--- config.mk ---
export PLATFORM = sky130hd
export DESIGN_NAME = vga_timing_gen
export DESIGN_NICKNAME = d
export VERILOG_FILES = /design/src/rtl/vga_pkg.sv /design/src/rtl/pix_clk_en.sv /design/src/rtl/vga_timing_gen.sv
export SDC_FILE = /design/constraint.sdc
export NUM_CORES = 1
export LEC_CHECK = 0
export ABC_AREA = 1
export BUFFER_PORTS_ARGS = -buffer_cell sky130_fd_sc_hd__buf_2
export CAP_MARGIN = 20
export CORE_MARGIN = 2
export CORE_UTILIZATION = 58
export DETAILED_ROUTE_END_ITERATION = 8
export PLACE_DENSITY = 0.79
export RECOVER_POWER = 25
export SLEW_MARGIN = 20
export SYNTH_ARGS = -nofsm -noshare
export SYNTH_HDL_FRONTEND = slang
export SYNTH_HIERARCHICAL = 1
export SYNTH_SLANG_ARGS = --single-unit
--- constraint.sdc ---
create_clock -name clk -period 2 [get_ports clk]
set_clock_uncertainty 0.05 [all_clocks]
set_input_delay 0.2 -clock clk [delete_from_list [all_inputs] [get_ports clk]]
set_output_delay 0.2 -clock clk [all_outputs]
set_load 0.01 [all_outputs]
--- src/rtl/vga_pkg.sv ---
// Default 640x480@60 Hz timing constants and the coordinate type shared by
// the VGA raster generator.
package vga_pkg;

   localparam int unsigned COORD_W = 12;
   typedef logic [COORD_W-1:0] coord_t;

   localparam int unsigned DEF_H_ACTIVE = 640;
   localparam int unsigned DEF_H_FP     = 16;
   localparam int unsigned DEF_H_SYNC   = 96;
   localparam int unsigned DEF_H_BP     = 48;
   localparam int unsigned DEF_V_ACTIVE = 480;
   localparam int unsigned DEF_V_FP     = 10;
   localparam int unsigned DEF_V_SYNC   = 2;
   localparam int unsigned DEF_V_BP     = 33;

   localparam int unsigned DEF_H_TOTAL = DEF_H_ACTIVE + DEF_H_FP + DEF_H_SYNC + DEF_H_BP;
   localparam int unsigned DEF_V_TOTAL = DEF_V_ACTIVE + DEF_V_FP + DEF_V_SYNC + DEF_V_BP;

   // Half-open window test used for the sync decodes: lo <= val < hi.
   function automatic logic in_range(input coord_t val, input coord_t lo, input coord_t hi);
      return (val >= lo) && (val < hi);
   endfunction

endpackage

--- src/rtl/pix_clk_en.sv ---
// Modulo-CLK_DIV counter that emits a one-clock tick per pixel period.
module pix_clk_en #(
   parameter int unsigned CLK_DIV = 2
) (
   input  logic clk,
   input  logic rst_n,
   output logic tick
);

   // With CLK_DIV=1 the counter is a constant 0 and tick stays high.
   localparam int unsigned DIV_W = (CLK_DIV > 1) ? $clog2(CLK_DIV) : 1;
   localparam logic [DIV_W-1:0] DIV_LAST = DIV_W'(CLK_DIV - 1);

   logic [DIV_W-1:0] div;

   assign tick = (div == DIV_LAST);

   always_ff @(posedge clk or negedge rst_n) begin
      if (!rst_n) begin
         div <= '0;
      end else if (tick) begin
         div <= '0;
      end else begin
         div <= div + 1'b1;
      end
   end

endmodule

--- src/rtl/vga_timing_gen.sv ---
// VGA raster timing: pixel/line/frame counters, sync and blank decode, and a
// registered output stage that presents every output on the same edge.
module vga_timing_gen
   import vga_pkg::*;
#(
   parameter int unsigned H_ACTIVE = DEF_H_ACTIVE,
   parameter int unsigned H_FP     = DEF_H_FP,
   parameter int unsigned H_SYNC   = DEF_H_SYNC,
   parameter int unsigned H_BP     = DEF_H_BP,
   parameter int unsigned V_ACTIVE = DEF_V_ACTIVE,
   parameter int unsigned V_FP     = DEF_V_FP,
   parameter int unsigned V_SYNC   = DEF_V_SYNC,
   parameter int unsigned V_BP     = DEF_V_BP,
   parameter int unsigned CLK_DIV  = 2
) (
   input  logic               clk,
   input  logic               rst_n,
   output logic [COORD_W-1:0] CounterX,
   output logic [COORD_W-1:0] CounterY,
   output logic               pix_en,
   output logic               hsync_n,
   output logic               vsync_n,
   output logic               blank_n,
   output logic               line_start,
   output logic               frame_start,
   output logic [7:0]         frame_cnt
);

   localparam int unsigned H_TOTAL = H_ACTIVE + H_FP + H_SYNC + H_BP;
   localparam int unsigned V_TOTAL = V_ACTIVE + V_FP + V_SYNC + V_BP;

   localparam coord_t H_LAST   = COORD_W'(H_TOTAL - 1);
   localparam coord_t V_LAST   = COORD_W'(V_TOTAL - 1);
   localparam coord_t H_VIS    = COORD_W'(H_ACTIVE);
   localparam coord_t V_VIS    = COORD_W'(V_ACTIVE);
   localparam coord_t HS_START = COORD_W'(H_ACTIVE + H_FP);
   localparam coord_t HS_END   = COORD_W'(H_ACTIVE + H_FP + H_SYNC);
   localparam coord_t VS_START = COORD_W'(V_ACTIVE + V_FP);
   localparam coord_t VS_END   = COORD_W'(V_ACTIVE + V_FP + V_SYNC);

   logic       tick;
   logic       tick_q;
   coord_t     h;
   coord_t     v;
   logic [7:0] frame_q;
   logic       hsync_act;
   logic       vsync_act;
   logic       active;

   pix_clk_en #(.CLK_DIV(CLK_DIV)) u_pix_clk_en (
      .clk   (clk),
      .rst_n (rst_n),
      .tick  (tick)
   );

   // tick_q marks the clock right after a counter step; the output stage loads then.
   always_ff @(posedge clk or negedge rst_n) begin
      if (!rst_n) begin
         h       <= '0;
         v       <= '0;
         frame_q <= '0;
         tick_q  <= 1'b0;
      end else begin
         tick_q <= tick;
         if (tick) begin
            if (h == H_LAST) begin
               h <= '0;
               if (v == V_LAST) begin
                  v       <= '0;
                  frame_q <= frame_q + 8'd1;
               end else begin
                  v <= v + 1'b1;
               end
            end else begin
               h <= h + 1'b1;
            end
         end
      end
   end

   always_comb begin
      hsync_act = in_range(h, HS_START, HS_END);
      vsync_act = in_range(v, VS_START, VS_END);
      active    = (h < H_VIS) && (v < V_VIS);
   end

   always_ff @(posedge clk or negedge rst_n) begin
      if (!rst_n) begin
         CounterX    <= '0;
         CounterY    <= '0;
         pix_en      <= 1'b0;
         hsync_n     <= 1'b1;
         vsync_n     <= 1'b1;
         blank_n     <= 1'b0;
         line_start  <= 1'b0;
         frame_start <= 1'b0;
         frame_cnt   <= '0;
      end else begin
         pix_en      <= tick_q;
         line_start  <= 1'b0;
         frame_start <= 1'b0;
         if (tick_q) begin
            CounterX    <= h;
            CounterY    <= v;
            hsync_n     <= !hsync_act;
            vsync_n     <= !vsync_act;
            blank_n     <= active;
            line_start  <= (h == '0);
            frame_start <= (h == '0) && (v == '0);
            frame_cnt   <= frame_q;
         end
      end
   end

endmodule

==> impl_metrics.env <==
export IMPL_clk_path_buf_depth=2
export IMPL_p_leak_uw=0.002153
export IMPL_place_congestion=0.9123
export IMPL_cts_hold_buf=1
export IMPL_setup_viol=0
export IMPL_final_fill_count=461
export IMPL_slowest_delay_ns=0.38
export IMPL_dieArea_sq_um=6596
export IMPL_cts_setup_buffers=0
export IMPL_slew_viol_final=0
export IMPL_finalCritPeriodShare=0.8442
export IMPL_diodes=0
export IMPL_fp_dieH_um=81.22
export IMPL_hold_path_depth=2
export IMPL_critPathKind="register to register"
export IMPL_period_needed_ns=1.688
export IMPL_r2r_start="h[0]"
export IMPL_drt_wl_total_um=6993
export IMPL_vias=2774
export IMPL_p_total_uw=2891
export IMPL_drt_pass1_iter_count=4
export IMPL_swShare=0.1971
export IMPL_dpl_cell_count=526
export IMPL_area_growth_pct=14.62
export IMPL_grtUsageTotal=0.2399
export IMPL_critPathRequiredTime_ns=2.24
export IMPL_hold_violations=0
export IMPL_yosysWarnings=6
export IMPL_cp_start_kind="register"
export IMPL_fin_setup_tns_ns=0
export IMPL_worst_pin_slew_ns=0.9594
export IMPL_grt_antenna_before_repair=0
export IMPL_cp_slowest_cell="dfrtp_1"
export IMPL_rsz0062_at_grt="false"
export IMPL_nets=471
export IMPL_path_cells="ha_1, nand2_2, nor2_4, nand4_4, nor2_4, nand2_1, nand2_1"
export IMPL_syn_nets=429
export IMPL_h_tree_depth=3
export IMPL_peakVddDrop_mv=0.4185
export IMPL_status="completed"
export IMPL_dp_hpwl_um=4726
export IMPL_row_count=28
export IMPL_layout_cells_non_filler=543
export IMPL_p_int_uw=2321
export IMPL_hold_class="register to register"
export IMPL_grt_overflow=0
export IMPL_clk_latency_ns=0.35
export IMPL_whs_endpoint="frame_cnt[6]"
export IMPL_pin_count=40
export IMPL_arrival_ns=1.93
export IMPL_cellPowerDensity_nw_per_um2=729.3
export IMPL_power_share_clock=0.486
export IMPL_worst_r2r_cell_count=7
export IMPL_cp_top_family="simple AND/OR/NAND/NOR gates"
export IMPL_clk_pin_slew_ns=0.07
export IMPL_cts_root_buffer="clkbuf_8"
export IMPL_synth_seq_cells=72
export IMPL_max_slew_margin=0.3604
export IMPL_cts_resized=0
export IMPL_r2r_end="frame_q[6]"
export IMPL_ys_types=32
export IMPL_syn_inst=421
export IMPL_holdWs_ns=0.4166
export IMPL_via_per_inst=5.109
export IMPL_reg2reg_slack_ns=0.31
export IMPL_drt_initial_drc_count=211
export IMPL_syn_area_sq_um=3458
export IMPL_die_x_um=81.22
export IMPL_core_sq_um=5851
export IMPL_cts_tree="built"
export IMPL_power_switching_uw=569.7
export IMPL_grt_pass1_vias=2634
export IMPL_drc=0
export IMPL_ys_seq_area_frac=0.5217
export IMPL_p_seq_frac=0.503
export IMPL_clock_fmax_mhz=592.2
export IMPL_grt_max_degree=73
export IMPL_avgSynthCellArea_sq_um=8.215
export IMPL_clock_sinks=72
export IMPL_wl_per_cell_um=12.88
export IMPL_portBuffers=39
export IMPL_antenna_left=0
export IMPL_min_from="frame_cnt[6]"
export IMPL_grt_pass1_wl_um=11770
export IMPL_start_util=0.5911
export IMPL_end_kind="register"
export IMPL_drive_gt1_frac=0.1709
export IMPL_max_cap_violations=0
export IMPL_cts_buffers=9
export IMPL_worstPathMaxFanout=15
export IMPL_cp_buffers_inverters=0
export IMPL_pwr_share_comb=0.010
routing by layer:
layer | wire length, um | global-route usage | part of all wire
met1 | 3189 | 0.3119 | 0.46
met2 | 3299 | 0.3793 | 0.47
met3 | 339 | 0.07000 | 0.048
met4 | 166 | 0.09492 | 0.024
met5 | 0 | 0 | 0
worst reg2reg max path: cells and delay by family, from the launching register on:
kind          cells  cell delay (ns)
flops             1             0.38
simple gates      6             0.97
fa+ha+maj         1             0.23
metrics by stage:
step / setup WS [ns] / instance area [sq um] / utilization
2_1_floorplan: 0.6295 / 3458 / -
3_3_place_gp: 0.4473 / 3725 / 0.6367
3_5_place_dp: 0.3717 / 3725 / 0.6367
4_1_cts: 0.3015 / 3980 / 0.6803
5_1_grt: 0.1795 / 3964 / 0.6775
6_report: 0.3115 / 3964 / 0.6775
how the worst max path moves through the flow:
| stage | startpoint | endpoint | slack, ns | cells past startpoint |
|---|---|---|---|---|
| final | h[0] | frame_q[6] | 0.31 | 7 |
| after global routing | v[1] | frame_q[6] | 0.18 | 8 |
| after CTS | h[0] | frame_q[6] | 0.30 | 7 |
| after detailed placement | h[0] | frame_q[6] | 0.37 | 7 |
| after global placement | h[0] | frame_q[0] | 0.45 | 7 |
| after floorplan | v[0] | frame_q[2] | 0.63 | 9 |
power groups by stage:
stage          clock (uW)  combinational, uW  sequential (uW)
2_1_floorplan           0           0.000890             1480
3_5_place_dp            0               34.7             1480
6_report             1410               29.9             1460
3_3_place_gp            0               34.2             1480
4_1_cts              1420               36.1             1450
5_1_grt              1490               37.1             1450
cell usage in the layout (no fill, tap or decap), drive strengths merged, types with 3 or more instances in the layout:
master,netlist,routed
a21oi,3,3
buf,7,41
bufinv,0,3
clkbuf,6,13
dfrtp,70,70
ha,6,6
inv,38,38
nand2,161,161
nand3,21,21
nand4,5,5
nor2,44,44
nor3,8,8
o21ai,34,34
xnor2,3,3
xor2,9,9
cell type report:
cell class                 count  area [sq um]  share of cell area
clock buffer                  11         141.4             0.03567
clock inverter                 5         103.9             0.02620
inverter                      38         142.6             0.03598
multi-input combinational    298          1446              0.3649
sequential                    72          1804              0.4552
tap                           75         93.84             0.02367
timing repair buffer          44         231.5             0.05840
sequential cells by signal (all words and copies together), names as in the netlist:
register and flops:
CounterX 12, CounterY 12, h 12, v 12
frame_cnt 8, frame_q 8, blank_n 1, frame_start 1
hsync_n 1, line_start 1, pix_en 1, tick_q 1
u_pix_clk_en/tick 1, vsync_n 1
cell usage after synthesis, drive strengths merged:
| library cell | instances | area [sq um] |
|---|---|---|
| dfrtp | 70 | 1752 |
| nand3 | 21 | 117.6 |
| o21ai | 34 | 177.7 |
| xor2 | 9 | 78.83 |
| inv | 38 | 142.6 |
| xnor2 | 3 | 26.28 |
| nand4 | 5 | 52.55 |
| dfstp | 2 | 52.55 |
| nand2 | 161 | 619.4 |
| a21oi | 3 | 15.01 |
| nor3 | 8 | 40.04 |
| buf | 7 | 42.54 |
| a31oi | 1 | 6.260 |
| clkbuf | 6 | 22.52 |
| nand3b | 2 | 15.01 |
| and3b | 1 | 8.760 |
| nor2 | 44 | 214.0 |
| ha | 6 | 75.07 |
cell families (layout without fill, tap and decap cells):
kind of cell	after synthesis	after routing	share of synthesized area
flops	72	72	0.5217
simple gates	242	242	0.3086
buf+inv	51	98	0.06006
xor+xnor	12	12	0.03039
fa+ha+maj	6	6	0.02171
compound gates	38	38	0.05753
(Power assumes the default switching activity.)
